File: config.mk
export PLATFORM = sky130hd
export DESIGN_NAME = signed_mult_seq_flat
export DESIGN_NICKNAME = d
export VERILOG_FILES = /design/src/rtl/mult_pkg.sv /design/src/rtl/signed_mult_seq_if.sv /design/src/rtl/a2_complement.sv /design/src/rtl/signed_mult_seq.sv /design/src/flat_wrapper.sv
export SDC_FILE = /design/constraint.sdc
export NUM_CORES = 1
export LEC_CHECK = 0
export CAP_MARGIN = 20
export CORE_UTILIZATION = 30
export CTS_CLUSTER_SIZE = 25
export DETAILED_ROUTE_END_ITERATION = 8
export HOLD_SLACK_MARGIN = 0.1
export SLEW_MARGIN = 20
export SYNTH_ARGS = -nofsm -noshare
export SYNTH_HDL_FRONTEND = slang
export SYNTH_SLANG_ARGS = --single-unit
File: constraint.sdc
create_clock -name clk -period 3.6 [get_ports clk]
set_input_delay 0.54 -clock clk [delete_from_list [all_inputs] [get_ports clk]]
set_output_delay 0.54 -clock clk [all_outputs]
set_load 0.01 [all_outputs]
File: src/rtl/mult_pkg.sv
// Shared types and defaults for the sequential signed multiplier.
package mult_pkg;

  localparam int DEFAULT_DW = 8;
  localparam int DEFAULT_CNT_W = $clog2(DEFAULT_DW);

  typedef enum logic [2:0] {
    IDLE = 3'd0,
    LOAD = 3'd1,
    CALC = 3'd2,
    FIX  = 3'd3,
    DONE = 3'd4
  } state_e;

endpackage

File: src/rtl/signed_mult_seq_if.sv
// Operand/result handshake between the operand registers and the multiplier.
interface signed_mult_seq_if
  import mult_pkg::*;
#(
  parameter int DW = DEFAULT_DW
);
  logic            start;
  logic [DW-1:0]   multiplicand;
  logic [DW-1:0]   multiplier;
  logic            ready;
  logic            done;
  logic            sign;
  logic [2*DW-1:0] result;

  modport master (
    output start, multiplicand, multiplier,
    input  ready, done, sign, result
  );

  modport slave (
    input  start, multiplicand, multiplier,
    output ready, done, sign, result
  );
endinterface

File: src/rtl/a2_complement.sv
// Two's-complement negation of an N-bit value.
module a2_complement #(
  parameter int N = 8
) (
  input  logic [N-1:0] din,
  output logic [N-1:0] dout
);
  assign dout = ~din + N'(1);
endmodule

File: src/rtl/signed_mult_seq.sv
// Sequential signed multiplier: magnitudes, DW-step shift-add, sign fix-up.
// Optional EARLY_TERM_EN stops the shift-add once the remaining multiplier bits are zero.
module signed_mult_seq
  import mult_pkg::*;
#(
  parameter int DW = DEFAULT_DW
) (
  input logic              clk,
  input logic              rst_n,
  signed_mult_seq_if.slave bus
);
  localparam int CW = $clog2(DW);
  localparam int PW = 2 * DW;

  state_e        state_q, state_d;
  logic [DW-1:0] a_q, a_d, b_q, b_d;
  logic [DW-1:0] mag_a_q, mag_a_d, mag_b_q, mag_b_d;
  logic          neg_q, neg_d;
  logic [PW-1:0] acc_q, acc_d;
  logic [PW-1:0] result_q, result_d;
  logic          sign_q, sign_d;
  logic [CW-1:0] count_q, count_d;

  logic [DW-1:0] comp_a, comp_b;
  logic [PW-1:0] comp_acc;
  logic          last_iter;
  logic          early_exit;

  a2_complement #(.N(DW)) u_comp_a   (.din(a_q),   .dout(comp_a));
  a2_complement #(.N(DW)) u_comp_b   (.din(b_q),   .dout(comp_b));
  a2_complement #(.N(PW)) u_comp_acc (.din(acc_q), .dout(comp_acc));

  assign last_iter = (count_q == CW'(DW - 1));

`ifdef EARLY_TERM_EN
  assign early_exit = ((mag_b_q >> count_q) == '0);
`else
  assign early_exit = 1'b0;
`endif

  always_comb begin
    // NOTE: every _d defaults to its _q first so no path through the case infers a latch.
    state_d  = state_q;
    a_d      = a_q;
    b_d      = b_q;
    mag_a_d  = mag_a_q;
    mag_b_d  = mag_b_q;
    neg_d    = neg_q;
    acc_d    = acc_q;
    result_d = result_q;
    sign_d   = sign_q;
    count_d  = count_q;

    unique case (state_q)
      IDLE, DONE: begin
        if (bus.start) begin
          a_d     = bus.multiplicand;
          b_d     = bus.multiplier;
          state_d = LOAD;
        end else begin
          state_d = IDLE;
        end
      end
      LOAD: begin
        mag_a_d = a_q[DW-1] ? comp_a : a_q;
        mag_b_d = b_q[DW-1] ? comp_b : b_q;
        neg_d   = a_q[DW-1] ^ b_q[DW-1];
        acc_d   = '0;
        count_d = '0;
        state_d = CALC;
      end
      CALC: begin
        if (early_exit) begin
          state_d = FIX;
        end else begin
          if (mag_b_q[count_q]) begin
            acc_d = acc_q + ({{DW{1'b0}}, mag_a_q} << count_q);
          end
          if (last_iter) begin
            state_d = FIX;
          end else begin
            count_d = count_q + CW'(1);
          end
        end
      end
      FIX: begin
        // A zero product stays positive even when the operand signs differ.
        if (neg_q && (acc_q != '0)) begin
          result_d = comp_acc;
          sign_d   = 1'b1;
        end else begin
          result_d = acc_q;
          sign_d   = 1'b0;
        end
        state_d = DONE;
      end
      default: state_d = IDLE;
    endcase
  end

  // NOTE: state uses non-blocking assignments so every flop samples pre-edge values.
  always_ff @(posedge clk or negedge rst_n) begin
    if (!rst_n) begin
      state_q  <= IDLE;
      a_q      <= '0;
      b_q      <= '0;
      mag_a_q  <= '0;
      mag_b_q  <= '0;
      neg_q    <= 1'b0;
      acc_q    <= '0;
      result_q <= '0;
      sign_q   <= 1'b0;
      count_q  <= '0;
    end else begin
      state_q  <= state_d;
      a_q      <= a_d;
      b_q      <= b_d;
      mag_a_q  <= mag_a_d;
      mag_b_q  <= mag_b_d;
      neg_q    <= neg_d;
      acc_q    <= acc_d;
      result_q <= result_d;
      sign_q   <= sign_d;
      count_q  <= count_d;
    end
  end

  assign bus.ready  = (state_q == IDLE) || (state_q == DONE);
  assign bus.done   = (state_q == DONE);
  assign bus.sign   = sign_q;
  assign bus.result = result_q;

endmodule

File: src/flat_wrapper.sv
// flat-port wrapper written by rule: the top's interface ports become plain ports
module signed_mult_seq_flat import mult_pkg::*;
#(
  parameter int DW = DEFAULT_DW
)
  (clk, rst_n, bus_start, bus_multiplicand, bus_multiplier, bus_ready, bus_done, bus_sign, bus_result);
  signed_mult_seq_if #(.DW(DW)) bus_i ();
  input logic clk;
  input logic rst_n;
  input wire logic [$bits(bus_i.start)-1:0] bus_start;
  input wire logic [$bits(bus_i.multiplicand)-1:0] bus_multiplicand;
  input wire logic [$bits(bus_i.multiplier)-1:0] bus_multiplier;
  output wire logic [$bits(bus_i.ready)-1:0] bus_ready;
  output wire logic [$bits(bus_i.done)-1:0] bus_done;
  output wire logic [$bits(bus_i.sign)-1:0] bus_sign;
  output wire logic [$bits(bus_i.result)-1:0] bus_result;
  assign bus_i.start = bus_start;
  assign bus_i.multiplicand = bus_multiplicand;
  assign bus_i.multiplier = bus_multiplier;
  assign bus_ready = bus_i.ready;
  assign bus_done = bus_i.done;
  assign bus_sign = bus_i.sign;
  assign bus_result = bus_i.result;
  signed_mult_seq #(.DW(DW)) u_core (.clk(clk), .rst_n(rst_n), .bus(bus_i));
endmodule
== After elaboration in Yosys (flattened, before gate mapping) ==
Cells that the tools add are included.

* Flip-flop bits (word level): 72
* Input bits: 19
* Output and inout bits: 19
* Logic and storage cells: 51

* $add $sub $neg: 5
* Magnitude comparators: 1
* Equality and inequality tests: 8
* Shift operators: 1
* Multiplexer cells: 13
* Bitwise gates (word level): 4
* Reduce and logical (&&, ||, !) cells: 9

{| class="wikitable"
|+ Operators with widths
! kind !! number
|-
| 16-bit 2-to-1 mux || 2
|-
| 16-bit one-hot mux with 2 select lines || 1
|-
| 16-bit by 1-bit adder with 16-bit output (second input constant) || 1
|-
| 16-bit adder || 1
|-
| 8-bit by 1-bit adder with 8-bit output (second input constant) || 2
|-
| 8-bit 2-to-1 mux || 2
|-
| 16-bit NOT || 1
|-
| 8-bit NOT || 2
|-
| 16-bit nonzero test || 1
|-
| 8-bit by 3-bit left shift with 16-bit output || 1
|-
| 3-bit one-hot mux with 4 select lines || 1
|-
| 3-bit by 2-bit equality test with 1-bit output (second input constant) || 2
|-
| 3-bit equality test (second input constant) || 2
|-
| 3-bit 2-to-1 mux || 2
|-
| 3-bit one-hot mux with 2 select lines || 1
|-
| 2-bit AND reduction || 3
|-
| 3-bit by 4-bit < comparator with 1-bit output (second input constant) || 1
|-
| 2-bit by 1-bit inequality test with 1-bit output (second input constant) || 2
|-
| 3-bit by 1-bit adder with 3-bit output (second input constant) || 1
|-
| 1-bit binary-select mux with 3-bit select || 1
|-
| 3-bit by 1-bit equality test with 1-bit output (second input constant) || 1
|-
| 3-bit logical NOT || 1
|-
| 1-bit 2-to-1 mux || 3
|-
| 2-bit inequality test (second input constant) || 1
|-
| 5 further kinds || 5
|}

== Longest topological paths before layout ==
Gate-level depths: netlist of the first run.

* Depth in word-level cells: 4
* Depth in mapped cells: 13
* Mapped depth without buffers: 11

== Cells and area by module ==
Synthesis of the first run repeated with hierarchy kept, for this count alone.

* Cell total of the unflattened synthesis: 495
* Area, all modules: 4,747.1 sq um

{| class="wikitable"
|+ By module, submodules not included
! module !! instances !! cells an instance !! area an instance (sq um) !! seq. area each (sq um)
|-
| signed_mult_seq || 1 || 422 || 4,176.5 || 1,801.7
|-
| a2_complement at u_core.u_comp_acc || 1 || 37 || 295.3 || 0.0
|-
| a2_complement at u_core.u_comp_a ... || 2 || 18 || 137.6 || 0.0
|}

== Worst setup path before layout of the first run ==
Ideal clock, no wire load.

* Path kind: reg2reg
* Start point: reg u_core.count_q[1]
* End point: reg u_core.acc_q[13]
* Setup time: 0.124 ns
* Data arrival time: 2.733 ns
* Data required time: 3.476 ns
* Path slack: 0.743 ns
* Cell stages (with the launch flop): 11
* Path buffers: 1
* Clock period less this slack: 2.857 ns
* Cell sequence: dfrtp_1 > clkbuf_1 > mux2i_1 > o21ai_0 > and2_1 > ha_1 > a211oi_1 > o211ai_1 > a221oi_1 > o21ai_0 > a211o_1

* Cells in the longest elaborated chain, start to end: 4
* Elaborated cells between the ends (all ways): 8
* Those cells by class: 1 x add/sub; 1 x eq/ne; 1 x shift; 4 x mux; 1 x reduce/logical

{| class="wikitable"
|+ RTL lines
! what !! RTL line !! source
|-
| start, declared || signed_mult_seq.sv:22 || <nowiki>logic [CW-1:0] count_q, count_d;</nowiki>
|-
| start signal, assigned || signed_mult_seq.sv:124 || <nowiki>count_q <= count_d;</nowiki>
|-
| 8-bit by 3-bit left shift with 16-bit output / 1-bit binary-select mux with 3-bit select (equally long branches) || signed_mult_seq.sv:77, signed_mult_seq.sv:76 ||
|-
| 16-bit adder / 1-bit 2-to-1 mux (equally long branches) || signed_mult_seq.sv:77, signed_mult_seq.sv:76 ||
|-
| 16-bit 2-to-1 mux / 2-bit by 1-bit inequality test with 1-bit output (equally long branches) || - ||
|-
| 16-bit one-hot mux with 2 select lines / 2-bit AND reduction (equally long branches) || - ||
|-
| end signal, assigned || signed_mult_seq.sv:110 || <nowiki>acc_q <= '0;</nowiki>
|-
| end signal, assigned || signed_mult_seq.sv:121 || <nowiki>acc_q <= acc_d;</nowiki>
|-
| end, declared || signed_mult_seq.sv:19 || <nowiki>logic [PW-1:0] acc_q, acc_d;</nowiki>
|}

Several ways; a longest one is shown, not always the timed one. The select of a mux whose other input is x is not followed.
A chain may end at the register's enable or synchronous reset.

== Final worst setup path of the first run ==
* Start point: reg u_core.count_q[1]
* End point: reg u_core.acc_q[15]

Same word-level chain as after synthesis.

==> impl_results.md, run 1 <==
- Remaining global-route overflow: 0
- Number of core rows: 44
- Crit Path Max Fanout: 15
- VDD IR max: 0.329 mV
- Final Hold Fails: 0
- Synth-to-Final Area Change: 16.9%
- Syn_area_per_cell: 9.21 um^2
- Htree depth: 3
- Antenna diodes: 0
- Tot Pwr: 4.71 mW
- Synth Area in XOR/XNOR: 0.0536
- Fin. max-slew vios: 0
- Failing checks: DRC
- Post-CTS setup buffer count: 0
- Post-Syn Area: 4580 um^2
- P_int: 2.65 mW
- Top_reg_cell synth: dfrtp_1
- Die Y-Extent: 126 um
- Synth Area in Simple Gates: 0.179
- Post-cts resize count: 0
- Final HPWL DP: 8.06 mm
- Critical path required time: 3.85 ns
- Clk pwr share: 0.175
- Worst skew pair latency: 0.34 ns
- Relative max-transition margin: 0.475
- Status: finished with violations
- Crit Path Category: flip-flop to flip-flop
- Reg clk slew, reported paths: 0.06 ns
- Compound-cell area share of the yosys netlist: 0.193
- Worst min path class: input pin to async pin
- Largest family of logic cells by synthesized area: compound AO/OA/AOI/OAI gates
- Syn_nets: 537
- Mux share of post-synthesis cell area: 0.0804
- Ys Warns: 0
- GRT Util Overall: 0.143
- CTS buffer count: 9
- Post-DRT Antenna Nets: 0
- Worst R2R Path Depth: 11
- Crit path capture type: flip-flop
- I/O Buffers: 37
- NetSw: 2.06 mW
- Pwr Density: 881 nW/um^2
- Initial antenna violation count: 0
- Placer Congestion: 0.895
- Gate power share: 0.500
- Min cycle time layout: 3.29 ns
- Peak Freq: 304 MHz
- Nets@finish: 561
- Hold_buf cts: 0
- DRC Markers: 4
- Place WS: 0.366 ns
- Via count: 3673
- Largest net degree at the start of global routing: 41
- Adder-Cell Fraction of Synth Area: 0.0590
- Max cap viols: 0
- Initial core utilization: 0.311
- Worst-Margin Slew: 0.788 ns
- CTS root buf: clkbuf_16
- 1st-iter DRT viols: 279
- Sequential Power Share: 0.325
- EDFF count, synth: 0
- Post-route clock skew: 0.00796 ns
- Ports: 38
- Proportion of layout cells with a drive suffix above 1: 0.0951
- CTS tree: done
- Setup Total Neg Slack: 0 ns
- Filler cells: 1473
- Die area: 15800 um^2
- WL final: 10.5 mm
- Setup crit start kind: flip-flop
- Pleak: 2.30 nW
- Setup ws final: 0.314 ns
- Post-synthesis cell type count: 61
- Final setup viols: 0
- Tcrit/Tclk final: 0.913
- Vias in the first global route: 3561
- DR pass1 iterations: 7
- Unrepaired setup endpoints after global routing: false
- First-pass GRT wire length: 17.9 mm
- Wire per inst: 14.8 um
- Synth Register Bits: 72
- Via-per-instance ratio: 5.17
- Async set-or-reset flop fraction in the synthesized netlist: 1.00
- Cells after Synth: 497
- Final hold slack: 0.235 ns
- Sw Ratio: 0.438
- Max clock buf depth: 2
- Worst EP arrival: 3.54 ns
- Core Box Area: 14700 um^2
- Clk sink count: 72
- DIE WIDTH: 126 um
- Register area share after synthesis: 0.394
## kinds of logic (layout without fill, tap and decap cells)
logic type      Yosys count  count (layout)
compound gates          134             134
xor+xnor                 28              28
fa+ha+maj                21              21
buf+inv                  44              73
flops                    72              72
mux                      32              32
simple gates            166             166
## area by class of cell
cell class                      instances  area, um^2  area share
Tap cell                              184         230      0.0430
Timing Repair Buffer                   41         395      0.0739
Sequential cell                        72        1800       0.337
Inverter                               16        60.1      0.0112
Multi-Input combinational cell        381        2580       0.483
Clock buffer                            9         225      0.0421
Clock inverter                          7        55.1      0.0103
## registers in the layout, indices dropped and copies added (netlist names)
signal	count
u_core.mag_b_q	8
u_core.neg_q	1
u_core.bus.result	16
u_core.state_q	3
u_core.bus.sign	1
u_core.b_q	8
u_core.a_q	8
u_core.acc_q	16
u_core.count_q	3
u_core.mag_a_q	8
## Yosys cell counts, drive strengths merged, types with 5 or more instances
library cell  count  area (um^2)
xnor2             6         52.6
o211ai           12         90.1
o31ai            15          113
ha               20          250
o21a              6         45.0
dfrtp            72         1800
nand3            13         65.1
a21o              8         60.1
o21ai            51          255
nor2b             6         37.5
xor2             22          193
mux2i            12          120
nor3              9         45.0
nor2             25          110
nand2            81          304
inv              16         60.1
buf               6         48.8
and2              5         31.3
a21oi             9         45.0
mux2             18          203
or3               6         37.5
clkbuf           22         82.6
## metrics by stage
step	std cells	instance area, um^2	utilization
final	710	5350	0.364
after global routing	710	5350	0.364
after CTS	710	5350	0.364
after detailed placement	694	5070	0.345
after global placement	694	5070	0.345
after floorplan	497	4580	-
## per-layer routing
metal	wire length, um	vias up	part of all wire	GRT usage
met5	0	-	0	0
met4	124	0	0.012	0.0466
met2	5030	98	0.48	0.240
met3	528	17	0.050	0.0372
met1	4840	1717	0.46	0.178
li1	-	1841	-	-
## power groups by stage
stage | combinational [mW] | clock, mW | sequential (mW)
after detailed placement | 2.34 | 0 | 1.55
final | 2.36 | 0.825 | 1.53
after floorplan | 1.87 | 0 | 1.38
after global placement | 2.31 | 0 | 1.54
after global routing | 2.65 | 0.894 | 1.59
after CTS | 2.36 | 0.856 | 1.53
## final timing paths
check / startpoint / endpoint / slack (ns)
worst min-delay path: rst_n / u_core.bus.result[2]$_DFFE_PN0P_ / 0.24
worst max register to register: u_core.count_q[1]$_DFFE_PN0P_ / u_core.acc_q[15]$_DFFE_PN0P_ / 0.31
worst max-delay path: u_core.count_q[1]$_DFFE_PN0P_ / u_core.acc_q[15]$_DFFE_PN0P_ / 0.31
worst min register to register: u_core.bus.result[11]$_DFFE_PN0P_ / u_core.bus.result[11]$_DFFE_PN0P_ / 0.48
min in group clk: u_core.bus.result[11]$_DFFE_PN0P_ / u_core.bus.result[11]$_DFFE_PN0P_ / 0.48
max in group asynchronous: rst_n / u_core.a_q[3]$_DFFE_PN0P_ / 2.27
## cell usage in the layout, fill, tap and decap left out, drive strengths merged, types with 4 or more instances in the layout
cell type,count
o211ai,12
and2,5
nor3,9
inv,18
and3,4
o21ai,51
xor2,22
a31oi,4
a211oi,4
dfrtp,72
o31ai,15
nand3,13
clkdlybuf4s50,36
o21a,6
xnor2,6
a21oi,9
a21o,8
mux2,18
nor2b,6
buf,5
o22ai,4
nand2,81
clkbuf,9
or3,6
mux2i,12
ha,20
nor2,25
## worst max-delay path, cell delays in order (launching register included)
cell	delay (ns)
dfrtp_1	0.68
mux2_2	0.42
nand2_1	0.07
o21ai_0	0.11
nor2_1	0.12
a21oi_1	0.07
ha_1	0.39
a211oi_1	0.34
nor2_1	0.08
a2111oi_0	0.55
a211oi_1	0.17
a211oi_2	0.21
(Power assumes the default switching activity.)
==> run 2: changes to the inputs <==
--- a/config.mk
+++ b/config.mk
@@ -9,6 +9,7 @@
 export CORE_UTILIZATION = 30
 export CTS_CLUSTER_SIZE = 25
 export DETAILED_ROUTE_END_ITERATION = 8
+export DONT_BUFFER_PORTS = 1
 export HOLD_SLACK_MARGIN = 0.1
 export SLEW_MARGIN = 20
 export SYNTH_ARGS = -nofsm -noshare
==> run 2 against run 1 <==
The flow still finishes with violations (DRC). Sequential power is 3% higher. First-iteration DRC count is 52% lower. Final cell count is 5.2% lower. Sequential share of layout area is 2.2 points higher. Critical path depth is 2 lower. Power is 1.8% lower. Fmax is 2.8% higher. Worst setup slack better by 0.088 ns. Combinational power is 8% lower. Count of clock-buffer cells in the layout stayed put. Design area is 6.1% lower. Register-to-register slack better by 0.09 ns.
==> impl_results.md, run 2 (synthesis gave the netlist of run 1 again) <==
- Status: finished with violations (unchanged)
- Failing checks: DRC (unchanged)
- Largest net degree at the start of global routing: 73 (was 41)
- Initial antenna violation count: 0 (unchanged)
- First-pass GRT wire length: 18.1 mm (was 17.9 mm)
- Setup ws final: 0.402 ns (was 0.314 ns)
- Layout Cells excl Fill: 673 (was 710)
- Ports: 38 (unchanged)
- Remaining global-route overflow: 0 (unchanged)
- Min cycle time layout: 3.20 ns (was 3.29 ns)
- Unrepaired setup endpoints after global routing: false (unchanged)
- Nets@finish: 524 (was 561)
- Clk sink count: 72 (unchanged)
- VDD IR max: 0.393 mV (was 0.329 mV)
- Worst Setup SP: u_core.count_q[0]$_DFFE_PN0P_ (was u_core.count_q[1]$_DFFE_PN0P_)
- Crit Path Category: flip-flop to flip-flop (unchanged)
- Proportion of layout cells with a drive suffix above 1: 0.100 (was 0.0951)
- Wire per inst: 15.8 um (was 14.8 um)
- Worst EP arrival: 3.42 ns (was 3.54 ns)
- Final Hold Fails: 0 (unchanged)
- Via count: 3552 (was 3673)
- DRC Markers: 4 (unchanged)
- Post-cts resize count: 0 (unchanged)
- Number of core rows: 44 (unchanged)
- GRT Util Overall: 0.146 (was 0.143)
- Post-route clock skew: 0.00589 ns (was 0.00796 ns)
- Htree depth: 3 (unchanged)
- DP Cell Count: 656 (was 694)
- CTS tree: done (unchanged)
- Critical path required time: 3.82 ns (was 3.85 ns)
- CTS buffer count: 9 (unchanged)
- Final setup viols: 0 (unchanged)
- Setup crit start kind: flip-flop (unchanged)
- Via-per-instance ratio: 5.28 (was 5.17)
- 1st-iter DRT viols: 134 (was 279)
- Die area: 15800 um^2 (unchanged)
- CTS root buf: clkbuf_16 (unchanged)
- Peak Freq: 313 MHz (was 304 MHz)
- Reg clk slew, reported paths: 0.06 ns (about the same)
- Synth-to-Final Area Change: 9.73% (was 16.9%)
- Setup Total Neg Slack: 0 ns (unchanged)
- Fin. max-slew vios: 0 (unchanged)
- WL final: 10.7 mm (was 10.5 mm)
- Post-CTS setup buffer count: 0 (unchanged)
- Worst min path class: input pin to async pin (unchanged)
- Pwr Density: 922 nW/um^2 (was 881 nW/um^2)
- Die Y-Extent: 126 um (unchanged)
- DR pass1 iterations: 6 (was 7)
- Max clock buf depth: 2 (unchanged)
- Core Box Area: 14700 um^2 (unchanged)
- Max cap viols: 0 (unchanged)
- Final HPWL DP: 8.00 mm (was 8.06 mm)
- Post-DRT Antenna Nets: 0 (unchanged)
- Relative max-transition margin: 0.472 (was 0.475)
- Placer Congestion: 0.920 (was 0.895)
- I/O Buffers: 0 (was 37)
- Crit path capture type: flip-flop (unchanged)
- Antenna diodes: 0 (unchanged)
- Pleak: 2.18 nW (was 2.30 nW)
- Place WS: 0.474 ns (was 0.366 ns)
- Filler cells: 1516 (was 1473)
- Worst skew pair latency: 0.33 ns (was 0.34 ns)
- Final core utilization: 0.342 (was 0.364)
- Tcrit/Tclk final: 0.888 (was 0.913)
- Commonest non-fill, non-tap cells in the layout: nand2_1 (81), dfrtp_1 (72), o21ai_0 (45) (unchanged)
- Leading cell type in the layout, fill and taps excluded: nand2_1 (unchanged)
- Initial core utilization: 0.311 (unchanged)
- Worst-Margin Slew: 0.793 ns (was 0.788 ns)
- DIE WIDTH: 126 um (unchanged)
- Vias in the first global route: 3487 (was 3561)
- RR Startpoint: u_core.count_q[0]$_DFFE_PN0P_ (was u_core.count_q[1]$_DFFE_PN0P_)
- Crit Path Max Fanout: 19 (was 15)
run 2: changes by cell type in the layout (fill, tap and decap cells not counted):
cell,before,now
clkinv_4,2,0
clkinv_2,1,2
bufinv_16,0,1
buf_4,4,3
clkinvlp_4,2,3
clkdlybuf4s50_1,36,0
inv_6,2,1
buf_2,1,0
buf_16,0,1
run 2: power by group:
part / switching, mW / total, mW / leakage (nW) / internal [mW]
Combinational: 1.26 / 2.18 / 1.11 / 0.928
Clock: 0.342 / 0.878 / 0.138 / 0.536
Sequential: 0.446 / 1.57 / 0.933 / 1.12
run 2: cell type report:
class | count | area [um^2] | share of cell area
Multi-Input combinational cell | 381 | 2580 | 0.514
Inverter | 16 | 60.1 | 0.0120
Tap cell | 184 | 230 | 0.0458
Clock buffer | 9 | 225 | 0.0448
Timing Repair Buffer | 4 | 50.0 | 0.00997
Clock inverter | 7 | 71.3 | 0.0142
Sequential cell | 72 | 1800 | 0.359
run 2: timing repair:
item / 4_1_cts / 5_1_grt
hold buffers: 1 / 0
hold endpoints to repair: 72 / 0
setup endpoints to repair: 0 / 0
run 2: layer usage:
metal  routed length (um)  vias up  global-route usage
met2                 4930       91               0.228
met4                   77        0              0.0459
met3                  555        8              0.0436
met5                    0        -                   0
met1                 5100     1676               0.193
li1                     -     1777                   -
run 2: worst max-delay path: stages, from the launching register on:
cell and delay [ns]:
dfrtp_1 0.74, mux2i_1 0.19, or3_1 0.39, inv_1 0.08, ha_1 0.24, a211oi_1 0.39
o211ai_1 0.19, a221oi_1 0.45, o21ai_0 0.16, a211o_1 0.27
run 2: through the flow:
step,hold slack (ns),area [um^2],total power [mW]
after global placement,0.246,4700,3.69
after detailed placement,0.246,4700,3.75
after floorplan,0.244,4580,3.25
after CTS,0.104,5020,4.67
final,0.0796,5020,4.63
after global routing,0.105,5020,5.04
run 2: worst paths after layout:
path	slack, ns	end	cells past startpoint
max	0.40	u_core.acc_q[13]$_DFFE_PN0P_	9
min	0.08	u_core.acc_q[10]$_DFFE_PN0P_	1
min reg2reg	0.49	u_core.mag_b_q[2]$_DFFE_PN0P_	2
max in group asynchronous	3.21	u_core.acc_q[8]$_DFFE_PN0P_	1
max reg2reg	0.40	u_core.acc_q[13]$_DFFE_PN0P_	9
min in group clk	0.33	u_core.b_q[1]$_DFFE_PN0P_	2
==> run 3: changes to the inputs <==
--- a/config.mk
+++ b/config.mk
@@ -6,11 +6,12 @@
 export NUM_CORES = 1
 export LEC_CHECK = 0
 export CAP_MARGIN = 20
-export CORE_UTILIZATION = 30
+export CORE_UTILIZATION = 60
 export CTS_CLUSTER_SIZE = 25
 export DETAILED_ROUTE_END_ITERATION = 8
 export DONT_BUFFER_PORTS = 1
 export HOLD_SLACK_MARGIN = 0.1
+export PLACE_DENSITY = 0.76
 export SLEW_MARGIN = 20
 export SYNTH_ARGS = -nofsm -noshare
 export SYNTH_HDL_FRONTEND = slang
==> run 3 against run 2 <==
The run now ends clean. Routed wire length shrank 6.9%. Die area shrank 49%. First-iteration DRC count grew 28%. Largest cell class unchanged. Power shrank 4.1%. Clock skew grew 0.0044 ns. Design area shrank 3.7%. Highest routed layer unchanged. Core utilization grew 32 points. Sequential power is essentially flat. Combinational power is essentially flat. Critical path type unchanged. Sequential cell count is the same. Global-route usage grew 13 points.
==> impl_results.md, run 3 (synthesis gave the netlist of run 1 again) <==
- Placer Congestion: 0.899 (was 0.920)
- Min cycle time layout: 3.23 ns (was 3.20 ns)
- Final Cell Area: 4840 um^2 (was 5020 um^2)
- Nets@finish: 524 (unchanged)
- Pleak: 2.15 nW (was 2.18 nW)
- Tcrit/Tclk final: 0.898 (was 0.888)
- Initial core utilization: 0.624 (was 0.311)
- Crit Path Max Fanout: 15 (was 19)
- Largest net degree at the start of global routing: 73 (unchanged)
- CTS buffer count: 9 (unchanged)
- Core Box Area: 7330 um^2 (was 14700 um^2)
- 1st-iter DRT viols: 172 (was 134)
- Relative max-transition margin: 0.499 (was 0.472)
- Proportion of layout cells with a drive suffix above 1: 0.0941 (was 0.100)
- Status: complete, no violations (was finished with violations)
- Setup crit start kind: flip-flop (unchanged)
- Hold_buf cts: 2 (was 1)
- DIE WIDTH: 89.3 um (was 126 um)
- Reg clk slew, reported paths: 0.08 ns (was 0.06 ns)
- First-pass GRT wire length: 16.5 mm (was 18.1 mm)
- Sw Ratio: 0.452 (was 0.442)
- Final Hold Fails: 0 (unchanged)
- Final HPWL DP: 7.31 mm (was 8.00 mm)
- Vias in the first global route: 3496 (was 3487)
- Peak Freq: 309 MHz (was 313 MHz)
- Worst min path class: input pin to flip-flop (was input pin to async pin)
- I/O Buffers: 0 (unchanged)
- Final hold slack: 0.302 ns (was 0.0796 ns)
- Worst-Margin Slew: 0.751 ns (was 0.793 ns)
- Number of core rows: 31 (was 44)
- Post-cts resize count: 0 (unchanged)
- Antenna diodes: 0 (unchanged)
- Sequential Power Share: 0.354 (was 0.339)
- Critical path required time: 3.88 ns (was 3.82 ns)
- Layout Cells excl Fill: 588 (was 673)
- Leading cell type in the layout, fill and taps excluded: nand2_1 (unchanged)
- Max cap viols: 0 (unchanged)
- VDD IR max: 0.543 mV (was 0.393 mV)
- Gate power share: 0.489 (was 0.472)
- Max clock buf depth: 2 (unchanged)
- NetSw: 2.01 mW (was 2.05 mW)
- P_int: 2.43 mW (was 2.59 mW)
- Filler cells: 577 (was 1516)
- Commonest non-fill, non-tap cells in the layout: nand2_1 (81), dfrtp_1 (72), o21ai_0 (45) (unchanged)
- Max Used Layer: met4 (unchanged)
- Clk sink count: 72 (unchanged)
- DR WL met3: 422 um (was 555 um)
- Crit path capture type: flip-flop (unchanged)
- DR pass1 iterations: 5 (was 6)
- Post-DRT Antenna Nets: 0 (unchanged)
- Final setup viols: 0 (unchanged)
- CTS tree: done (unchanged)
- GRT Util Overall: 0.276 (was 0.146)
- Clk pwr share: 0.157 (was 0.190)
- Setup Total Neg Slack: 0 ns (unchanged)
- Synth-to-Final Area Change: 5.71% (was 9.73%)
- Pwr Density: 918 nW/um^2 (was 922 nW/um^2)
- Post-route clock skew: 0.0103 ns (was 0.00589 ns)
- Unrepaired setup endpoints after global routing: false (unchanged)
- Die area: 7980 um^2 (was 15800 um^2)
- Initial antenna violation count: 0 (unchanged)
- Ports: 38 (unchanged)
- Crit Path Category: flip-flop to flip-flop (unchanged)
- Post-CTS setup buffer count: 0 (unchanged)
- Fin. max-slew vios: 0 (unchanged)
- DP Cell Count: 569 (was 656)
- Met2 wire length: 4.85 mm (was 4.93 mm)
- Worst EP arrival: 3.51 ns (was 3.42 ns)
- Remaining global-route overflow: 0 (unchanged)
- CTS root buf: clkbuf_8 (was clkbuf_16)
- Met1 WL: 4.41 mm (was 5.10 mm)
- DRC Markers: 0 (was 4)
- Via-per-instance ratio: 6.19 (was 5.28)
- WL final: 9.93 mm (was 10.7 mm)
- Via count: 3640 (was 3552)
- Dpl cell area: 4580 um^2 (was 4700 um^2)
- Wire per inst: 16.9 um (was 15.8 um)
- Die Y-Extent: 89.3 um (was 126 um)
- Worst skew pair latency: 0.35 ns (was 0.33 ns)
- Htree depth: 3 (unchanged)
==> run 3: per-layer routing <==
metal / up-vias / track usage
met1: 1743 / 0.341
li1: 1772 / -
met3: 24 / 0.0480
met2: 101 / 0.476
met4: 0 / 0.123
met5: - / 0
==> run 3: path summary, 6_finish.rpt <==
kind	end	startpoint	depth (start not counted)	slack, ns
worst max-delay path	u_core.acc_q[15]$_DFFE_PN0P_	u_core.count_q[1]$_DFFE_PN0P_	11	0.37
worst max register to register	u_core.acc_q[15]$_DFFE_PN0P_	u_core.count_q[1]$_DFFE_PN0P_	11	0.37
worst min register to register	u_core.mag_b_q[7]$_DFFE_PN0P_	u_core.mag_b_q[7]$_DFFE_PN0P_	2	0.48
min in group asynchronous	u_core.acc_q[7]$_DFFE_PN0P_	rst_n	2	0.73
worst min-delay path	u_core.a_q[0]$_DFFE_PN0P_	bus_multiplicand[0]	2	0.30
max in group asynchronous	u_core.b_q[6]$_DFFE_PN0P_	rst_n	2	2.56
==> run 3: cell type report <==
class	instances	area, um^2	share of cell area
Clock buffer	11	131	0.0272
Timing Repair Buffer	4	56.3	0.0116
Sequential cell	72	1800	0.372
Clock inverter	5	81.3	0.0168
Inverter	16	60.1	0.0124
Tap cell	99	124	0.0256
Multi-Input combinational cell	381	2580	0.534
==> run 3: critical path: stages (launching register included) <==
cell and delay, ns:
dfrtp_1 0.73, mux2_2 0.41, nand2_1 0.07, o21ai_0 0.10, nor2_1 0.12, a21oi_1 0.06, ha_1 0.40, a211oi_1 0.27
nor2_1 0.07, a2111oi_0 0.56, a211oi_1 0.18, a211oi_2 0.20
==> run 3: power groups by stage <==
stage / sequential (mW) / clock (mW) / combinational, mW
2_1_floorplan: 1.38 / 0 / 1.87
3_3_place_gp: 1.57 / 0 / 2.04
3_5_place_dp: 1.59 / 0 / 2.12
4_1_cts: 1.57 / 0.712 / 2.16
5_1_grt: 1.63 / 0.742 / 2.42
6_report: 1.57 / 0.698 / 2.17
==> run 3: metrics by stage <==
stage / total power [mW] / setup slack (ns) / util
6_report: 4.44 / 0.369 / 0.660
5_1_grt: 4.79 / 0.156 / 0.660
4_1_cts: 4.44 / 0.372 / 0.658
3_5_place_dp: 3.70 / 0.414 / 0.624
3_3_place_gp: 3.61 / 0.508 / 0.624
2_1_floorplan: 3.25 / 0.743 / -
